[src/rtl/fifo_param.sv]
// Parametrised single-clock register FIFO with any depth >= 2, registered or
// first-word-fall-through read, occupancy/threshold flags, flush and sticky error flags.
module fifo_param #(
  parameter int WIDTH    = 32,
  parameter int DEPTH    = 5,
  parameter int W_CNT    = $clog2(DEPTH + 1),
  parameter int W_POS    = $clog2(DEPTH),
  parameter int FWFT     = 0,
  parameter int AF_LEVEL = DEPTH - 1,
  parameter int AE_LEVEL = 1
) (
  input  logic             CLK,
  input  logic             RST_X,
  input  logic             CLR,
  input  logic             ENQ,
  input  logic             DEQ,
  input  logic [WIDTH-1:0] DIN,
  output logic [WIDTH-1:0] DOUT,
  output logic             DOUT_VALID,
  output logic             EMPTY,
  output logic             FULL,
  output logic             ALMOST_EMPTY,
  output logic             ALMOST_FULL,
  output logic [W_CNT-1:0] CNT,
  output logic             OVF,
  output logic             UDF
);

  if ((AF_LEVEL > DEPTH) || (AE_LEVEL >= DEPTH) || (DEPTH < 2)) begin : g_param_err
    $error("fifo_param: illegal parameters DEPTH=%0d AF_LEVEL=%0d AE_LEVEL=%0d",
           DEPTH, AF_LEVEL, AE_LEVEL);
  end

  logic [WIDTH-1:0] mem_r [DEPTH];
  logic [W_POS-1:0] head_r;
  logic [W_POS-1:0] tail_r;
  logic [W_CNT-1:0] cnt_r;
  logic             ovf_r;
  logic             udf_r;
  logic             empty_s;
  logic             full_s;
  logic             enq_ok_s;
  logic             deq_ok_s;

  // Pointers wrap explicitly so non-power-of-2 depths work.
  function automatic logic [W_POS-1:0] ptr_inc(input logic [W_POS-1:0] ptr);
    if (ptr == W_POS'(DEPTH - 1)) begin
      ptr_inc = {W_POS{1'b0}};
    end else begin
      ptr_inc = ptr + W_POS'(1);
    end
  endfunction

  assign empty_s  = (cnt_r == {W_CNT{1'b0}});
  assign full_s   = (cnt_r == W_CNT'(DEPTH));
  // Flush swallows any request issued in the same cycle.
  assign enq_ok_s = ENQ && !full_s && !CLR;
  assign deq_ok_s = DEQ && !empty_s && !CLR;

  assign EMPTY        = empty_s;
  assign FULL         = full_s;
  assign ALMOST_EMPTY = (cnt_r <= W_CNT'(AE_LEVEL));
  assign ALMOST_FULL  = (cnt_r >= W_CNT'(AF_LEVEL));
  assign CNT          = cnt_r;
  assign OVF          = ovf_r;
  assign UDF          = udf_r;

  // Storage array: deliberately not reset.
  always_ff @(posedge CLK) begin
    if (enq_ok_s) begin
      mem_r[tail_r] <= DIN;
    end
  end

  // Pointers, occupancy and sticky error flags.
  always_ff @(posedge CLK or negedge RST_X) begin
    if (!RST_X) begin
      head_r <= {W_POS{1'b0}};
      tail_r <= {W_POS{1'b0}};
      cnt_r  <= {W_CNT{1'b0}};
      ovf_r  <= 1'b0;
      udf_r  <= 1'b0;
    end else if (CLR) begin
      head_r <= {W_POS{1'b0}};
      tail_r <= {W_POS{1'b0}};
      cnt_r  <= {W_CNT{1'b0}};
      ovf_r  <= 1'b0;
      udf_r  <= 1'b0;
    end else begin
      if (enq_ok_s) begin
        tail_r <= ptr_inc(tail_r);
      end
      if (deq_ok_s) begin
        head_r <= ptr_inc(head_r);
      end
      if (enq_ok_s && !deq_ok_s) begin
        cnt_r <= cnt_r + W_CNT'(1);
      end else if (!enq_ok_s && deq_ok_s) begin
        cnt_r <= cnt_r - W_CNT'(1);
      end
      if (ENQ && full_s) begin
        ovf_r <= 1'b1;
      end
      if (DEQ && empty_s) begin
        udf_r <= 1'b1;
      end
    end
  end

  if (FWFT != 0) begin : g_fwft
    // Head word is shown directly; forced to zero while empty so reset gives DOUT=0.
    assign DOUT       = empty_s ? {WIDTH{1'b0}} : mem_r[head_r];
    assign DOUT_VALID = !empty_s;
  end else begin : g_reg_read
    logic [WIDTH-1:0] dout_r;
    logic             dout_valid_r;

    // Registered read port: one-cycle latency, DOUT holds between reads.
    always_ff @(posedge CLK or negedge RST_X) begin
      if (!RST_X) begin
        dout_r       <= {WIDTH{1'b0}};
        dout_valid_r <= 1'b0;
      end else if (CLR) begin
        dout_valid_r <= 1'b0;
      end else if (deq_ok_s) begin
        dout_r       <= mem_r[head_r];
        dout_valid_r <= 1'b1;
      end else begin
        dout_valid_r <= 1'b0;
      end
    end

    assign DOUT       = dout_r;
    assign DOUT_VALID = dout_valid_r;
  end

endmodule

[config.mk]
export PLATFORM = sky130hd
export DESIGN_NAME = fifo_param
export DESIGN_NICKNAME = d
export VERILOG_FILES = /design/src/rtl/fifo_param.sv
export SDC_FILE = /design/constraint.sdc
export NUM_CORES = 1
export LEC_CHECK = 0
export ABC_AREA = 1
export CORE_MARGIN = 2
export CORE_UTILIZATION = 25
export DETAILED_ROUTE_END_ITERATION = 8
export GPL_TIMING_DRIVEN = 0
export PLACE_DENSITY = 0.43
export SYNTH_ARGS = -nofsm -noshare
export SYNTH_HDL_FRONTEND = slang
export SYNTH_SLANG_ARGS = --single-unit
[constraint.sdc]
create_clock -name CLK -period 11.6 [get_ports CLK]
set_input_delay 2.9 -clock CLK [delete_from_list [all_inputs] [get_ports CLK]]
set_output_delay 2.9 -clock CLK [all_outputs]
set_load 0.1 [all_outputs]
# Word level (Yosys, flattened, before mapping)
# Memory sizes are Yosys's and may differ from the RTL's. A register that Yosys moved wholly into a read port is not among the register bits.
# Index checks and enable logic that the tools add are counted.
# op_classes
bitwise	1
magnitude_cmp	2
muxes	17
n_addsub	4
reduce_logical	21
n_eq_ne	3
# op_table
op	n
$mux 3	9
$add 3x1->3 const B	3
$eq 3x3->1 const B	3
$logic_and 1x1->1	8
$mux 1	8
$reduce_bool 2->1	4
$logic_not 1->1	6
$ge 3x3->1 const B	1
$le 3x1->1 const B	1
$logic_not 3->1	1
$reduce_bool 3->1	1
$sub 3x1->3 const B	1
$reduce_and 2->1	1
$not 1->1	1
# totals
elab_cells	55
ff_bits	12
output_inout_bits	42
n_memories	1
ram_bits	160
input_bits	37
# memory_table
name	words	word_bits	rd	rd_clocked_by_memory_dff	write_ports	line_no	text
mem_r	5	32	1	1	1	34	logic [WIDTH-1:0] mem_r [DEPTH];

# Depth between registers and ports, before layout
# logic_depth
depth_word	9
ltp_mapped	10
ltp_nobuf	10

# Least setup slack after synthesis
# Ideal clock, no wire load.
# synth_path
kind	input to register
from	input CLR
to	memory mem_r[1][0], enable pin
required_ps	11098
path_slack_ps	4871
t_arrival_ps	6227
path_buffers	0
cell_stages	3
setup_ps	502
path_cell_list	inv_2 -> nand3_1 -> nor4_1
# synth_via
elab_chain_cells	4
# synth_rtl
element	line_no	text
start: declaration	14	input logic CLR,
$logic_not 1->1	57	assign enq_ok_s = ENQ && !full_s && !CLR;
$logic_and 1x1->1	57	
$mux 1	70	if (enq_ok_s) begin
$mux 1 (implied by the code)	71	mem_r[tail_r] <= DIN;
end: declaration	34	
# Every way passes these cells.

# Worst setup path after layout
# layout_path
from	register cnt_r[0], in the netlist CNT[0]
to	output EMPTY
# layout_via
elab_chain_cells	1
# layout_rtl
element	line_no	text
start: declaration	37	logic [W_CNT-1:0] cnt_r;
start signal: assignment	80	cnt_r <= {W_CNT{1'b0}};
start signal: assignment	86	cnt_r <= {W_CNT{1'b0}};
start signal: assignment	97	cnt_r <= cnt_r + W_CNT'(1);
$logic_not 3->1	54	assign empty_s = (cnt_r == {W_CNT{1'b0}});
end: declaration	20	output logic EMPTY,
# Every way passes these cells.

==> reports/results.ini <==
[worst_setup_path]
cp.required_ns = 8.70
cp_common_cell = inv_1
crit_arrival_ns = 2.54
path_class = reg2out
cp_max_fo = 4
crit_family = buffers and inverters
cp-end-kind = output pin
crit_buf_inv = 3
crit_path_cell_trace = inv_1 -> ha_1 -> nand2_4 -> inv_1 -> clkdlybuf4s50_1
cp_slowest_cell = clkdlybuf4s50_1
worst_setup_path_start_kind = flop
max_stage_delay_ns = 1.13

[layout]
drive_above_1_share_pct = 18.0
diodes = 0
final-seq-area_um2 = 5910
post-route-util_pct = 32.7
nNetsFinal = 778
multi_input_area_um2 = 2020
fillers = 3261
finalNonFillerCells = 1192
final_area_um2 = 10600
area_delta_synth_final_pct = 28.9

[timing]
setup-violations-final = 0
setup_tns_ns = 0
fin_crit_ns = 5.44
whs_ns = 0.520
slew_violations = 0
slew_headroom_pct = 33.0
fmaxAchievable_ghz = 0.184
hold_viol = 0
worstMarginPinSlew_ns = 1.00
finalCritPeriodShare_pct = 46.9
skew_ns = 0.0108
rsz0062_at_grt = false
setup_ws_ns = 6.16

[status]
status = finished, final reports clean

[detailed_routing]
post-route-drc-count = 0
routedWlPerCell_um = 17.2
num_vias = 5035
viasPerCell = 4.22
drt_iter0_markers = 261
routed_wl_mm = 20.5
antenna_left = 0
first_pass_iters = 4

[clocking]
clk_latency_ns = 0.50
cts_setup_buffers = 0
cts_buffer_depth = 3
cts_tree = yes
cts_sinks = 204
path_clk_slew_ns = 0.06
clockRootBuffer = clkbuf_16
cts_made_buffers = 25
cts_resized = 0
cts_max_level = 1
ctsHoldBuffers = 0

[grt]
grtUsageTotal_pct = 12.1
grt_max_degree = 29
grt_pass1_wl_mm = 31.3
antenna_found_initial = 0
overflow = 0
grt_pass1_vias = 5087

[power_and_ir_drop]
max-vdd-ir-drop_mv = 0.141
p_int_mw = 1.66
powerDensity_nw_per_um2 = 263
power_frac_seq_pct = 33.3
p_leak_nw = 3.91
combPwrFrac_pct = 38.9
power_mw = 2.79
clkPwrFrac_pct = 27.8
switchingPower_mw = 1.13
netSwitchingFraction_pct = 40.4

[place]
postPlaceCellArea_um2 = 9790
port_buffers = 78
place_congestion = 0.710
dpl.cell_count = 1148
pre_cts_slack_ns = 6.13
hpwl_mm = 13.9

[yosys]
syn_area_per_cell_um2 = 13.5
synth_area_um2 = 8240
synthDistinctLibCells = 32
synth_seq_cells = 204
synth-seq-area-share_pct = 71.7
syn_nets = 656
ys_warn_count = 0
syn_inst = 611

[die]
rows = 66
die_w_um = 186
dieArea_um2 = 34400
die_h_um = 186
core_um2 = 32500
start_util_pct = 25.4
io_pins = 79

[min_path]
holdCritPathClass = reg2reg

[job]
maxCapViolCount = 0

==> synth_stat cells, drive strengths merged <==
library cell | number | share of area [%]
xor2 | 1 | 0.11
nand3 | 104 | 6.5
nand2 | 154 | 7.3
dfrtp | 44 | 13
nor2 | 4 | 0.27
clkbuf | 7 | 0.44
dlygate4sd1 | 1 | 0.11
a21oi | 36 | 2.3
buf | 28 | 2.7
edfxtp | 160 | 58
o21ai | 9 | 0.64
o22ai | 1 | 0.076
nor3 | 4 | 0.24
ha | 8 | 1.2
nor4 | 1 | 0.076
inv | 17 | 0.87
a2bb2oi | 32 | 5.5
==> cell families after synthesis <==
group / count (synthesis) / share of synthesized area [%]
compound gates: 78 / 8.49
xor+xnor: 1 / 0.106
fa+ha+maj: 8 / 1.22
buf+inv: 53 / 4.09
flops: 204 / 71.7
simple gates: 267 / 14.4
==> power groups by stage <==
| stage | clock network [mW] | registers [mW] | logic, mW |
|---|---|---|---|
| floorplan | 0 | 1.38 | 0.376 |
| global placement | 0 | 0.949 | 1.09 |
| detailed placement | 0 | 0.945 | 1.10 |
| CTS | 0.798 | 0.932 | 1.10 |
| global route | 0.830 | 0.940 | 1.15 |
| finish | 0.776 | 0.930 | 1.08 |
==> layer usage <==
layer	vias up	track usage [%]	share of wire, %
met2	96	19.6	46
met5	-	0	0
li1	2452	-	-
met1	2467	17.0	48
met3	20	2.31	4.8
met4	0	2.25	1.1
==> worst min-delay path, cell delays in order (launching register included) <==
cell and delay [ns]:
dfrtp_1 0.38, inv_1 0.05, a21oi_1 0.05
==> final timing paths <==
check                        from           end  slack [ns]  cells past startpoint
hold reg to reg               UDF           UDF        0.52                      2
hold / removal                UDF           UDF        0.52                      2
min in group asynchronous   RST_X       DOUT[3]        2.35                      1
setup reg to reg           CNT[1]  mem_r[1][14]        9.06                      8
max in group asynchronous   RST_X      DOUT[22]        8.70                      2
setup / recovery           CNT[0]         EMPTY        6.16                      5
==> placed cells by master, fill, tap and decap left out, types with 3 or more instances in the layout <==
cell	synthesis	layout
a21oi_1	33	33
a21oi_2	3	3
a2bb2oi_1	5	5
a2bb2oi_2	27	27
buf_12	3	4
buf_2	17	18
buf_4	4	10
buf_6	4	12
bufinv_16	0	3
clkbuf_1	6	10
clkbuf_16	0	25
clkbuf_8	1	5
clkdlybuf4s50_1	0	77
clkinv_1	0	4
clkinv_2	0	3
dfrtp_1	44	44
edfxtp_1	160	160
ha_1	8	8
inv_1	11	11
inv_2	5	5
nand2_1	148	148
nand2_2	5	5
nand3_1	102	102
nor3_2	0	3
o21ai_0	6	6
==> registers in the layout, summed over array words and instances (netlist names) <==
signal,count
mem_r,160
DOUT,32
CNT,3
head_r,3
tail_r,3
DOUT_VALID,1
OVF,1
UDF,1
==> layout make-up <==
class,count,share of cell area (%)
sequential,204,55.6
clock buffer,33,6.55
inverter,17,0.672
timing repair buffer,95,9.17
clock inverter,11,1.24
tap,442,5.21
buffer,36,2.50
multi-input combinational,354,19.0
Note: power is estimated with default switching activity, not from simulation.
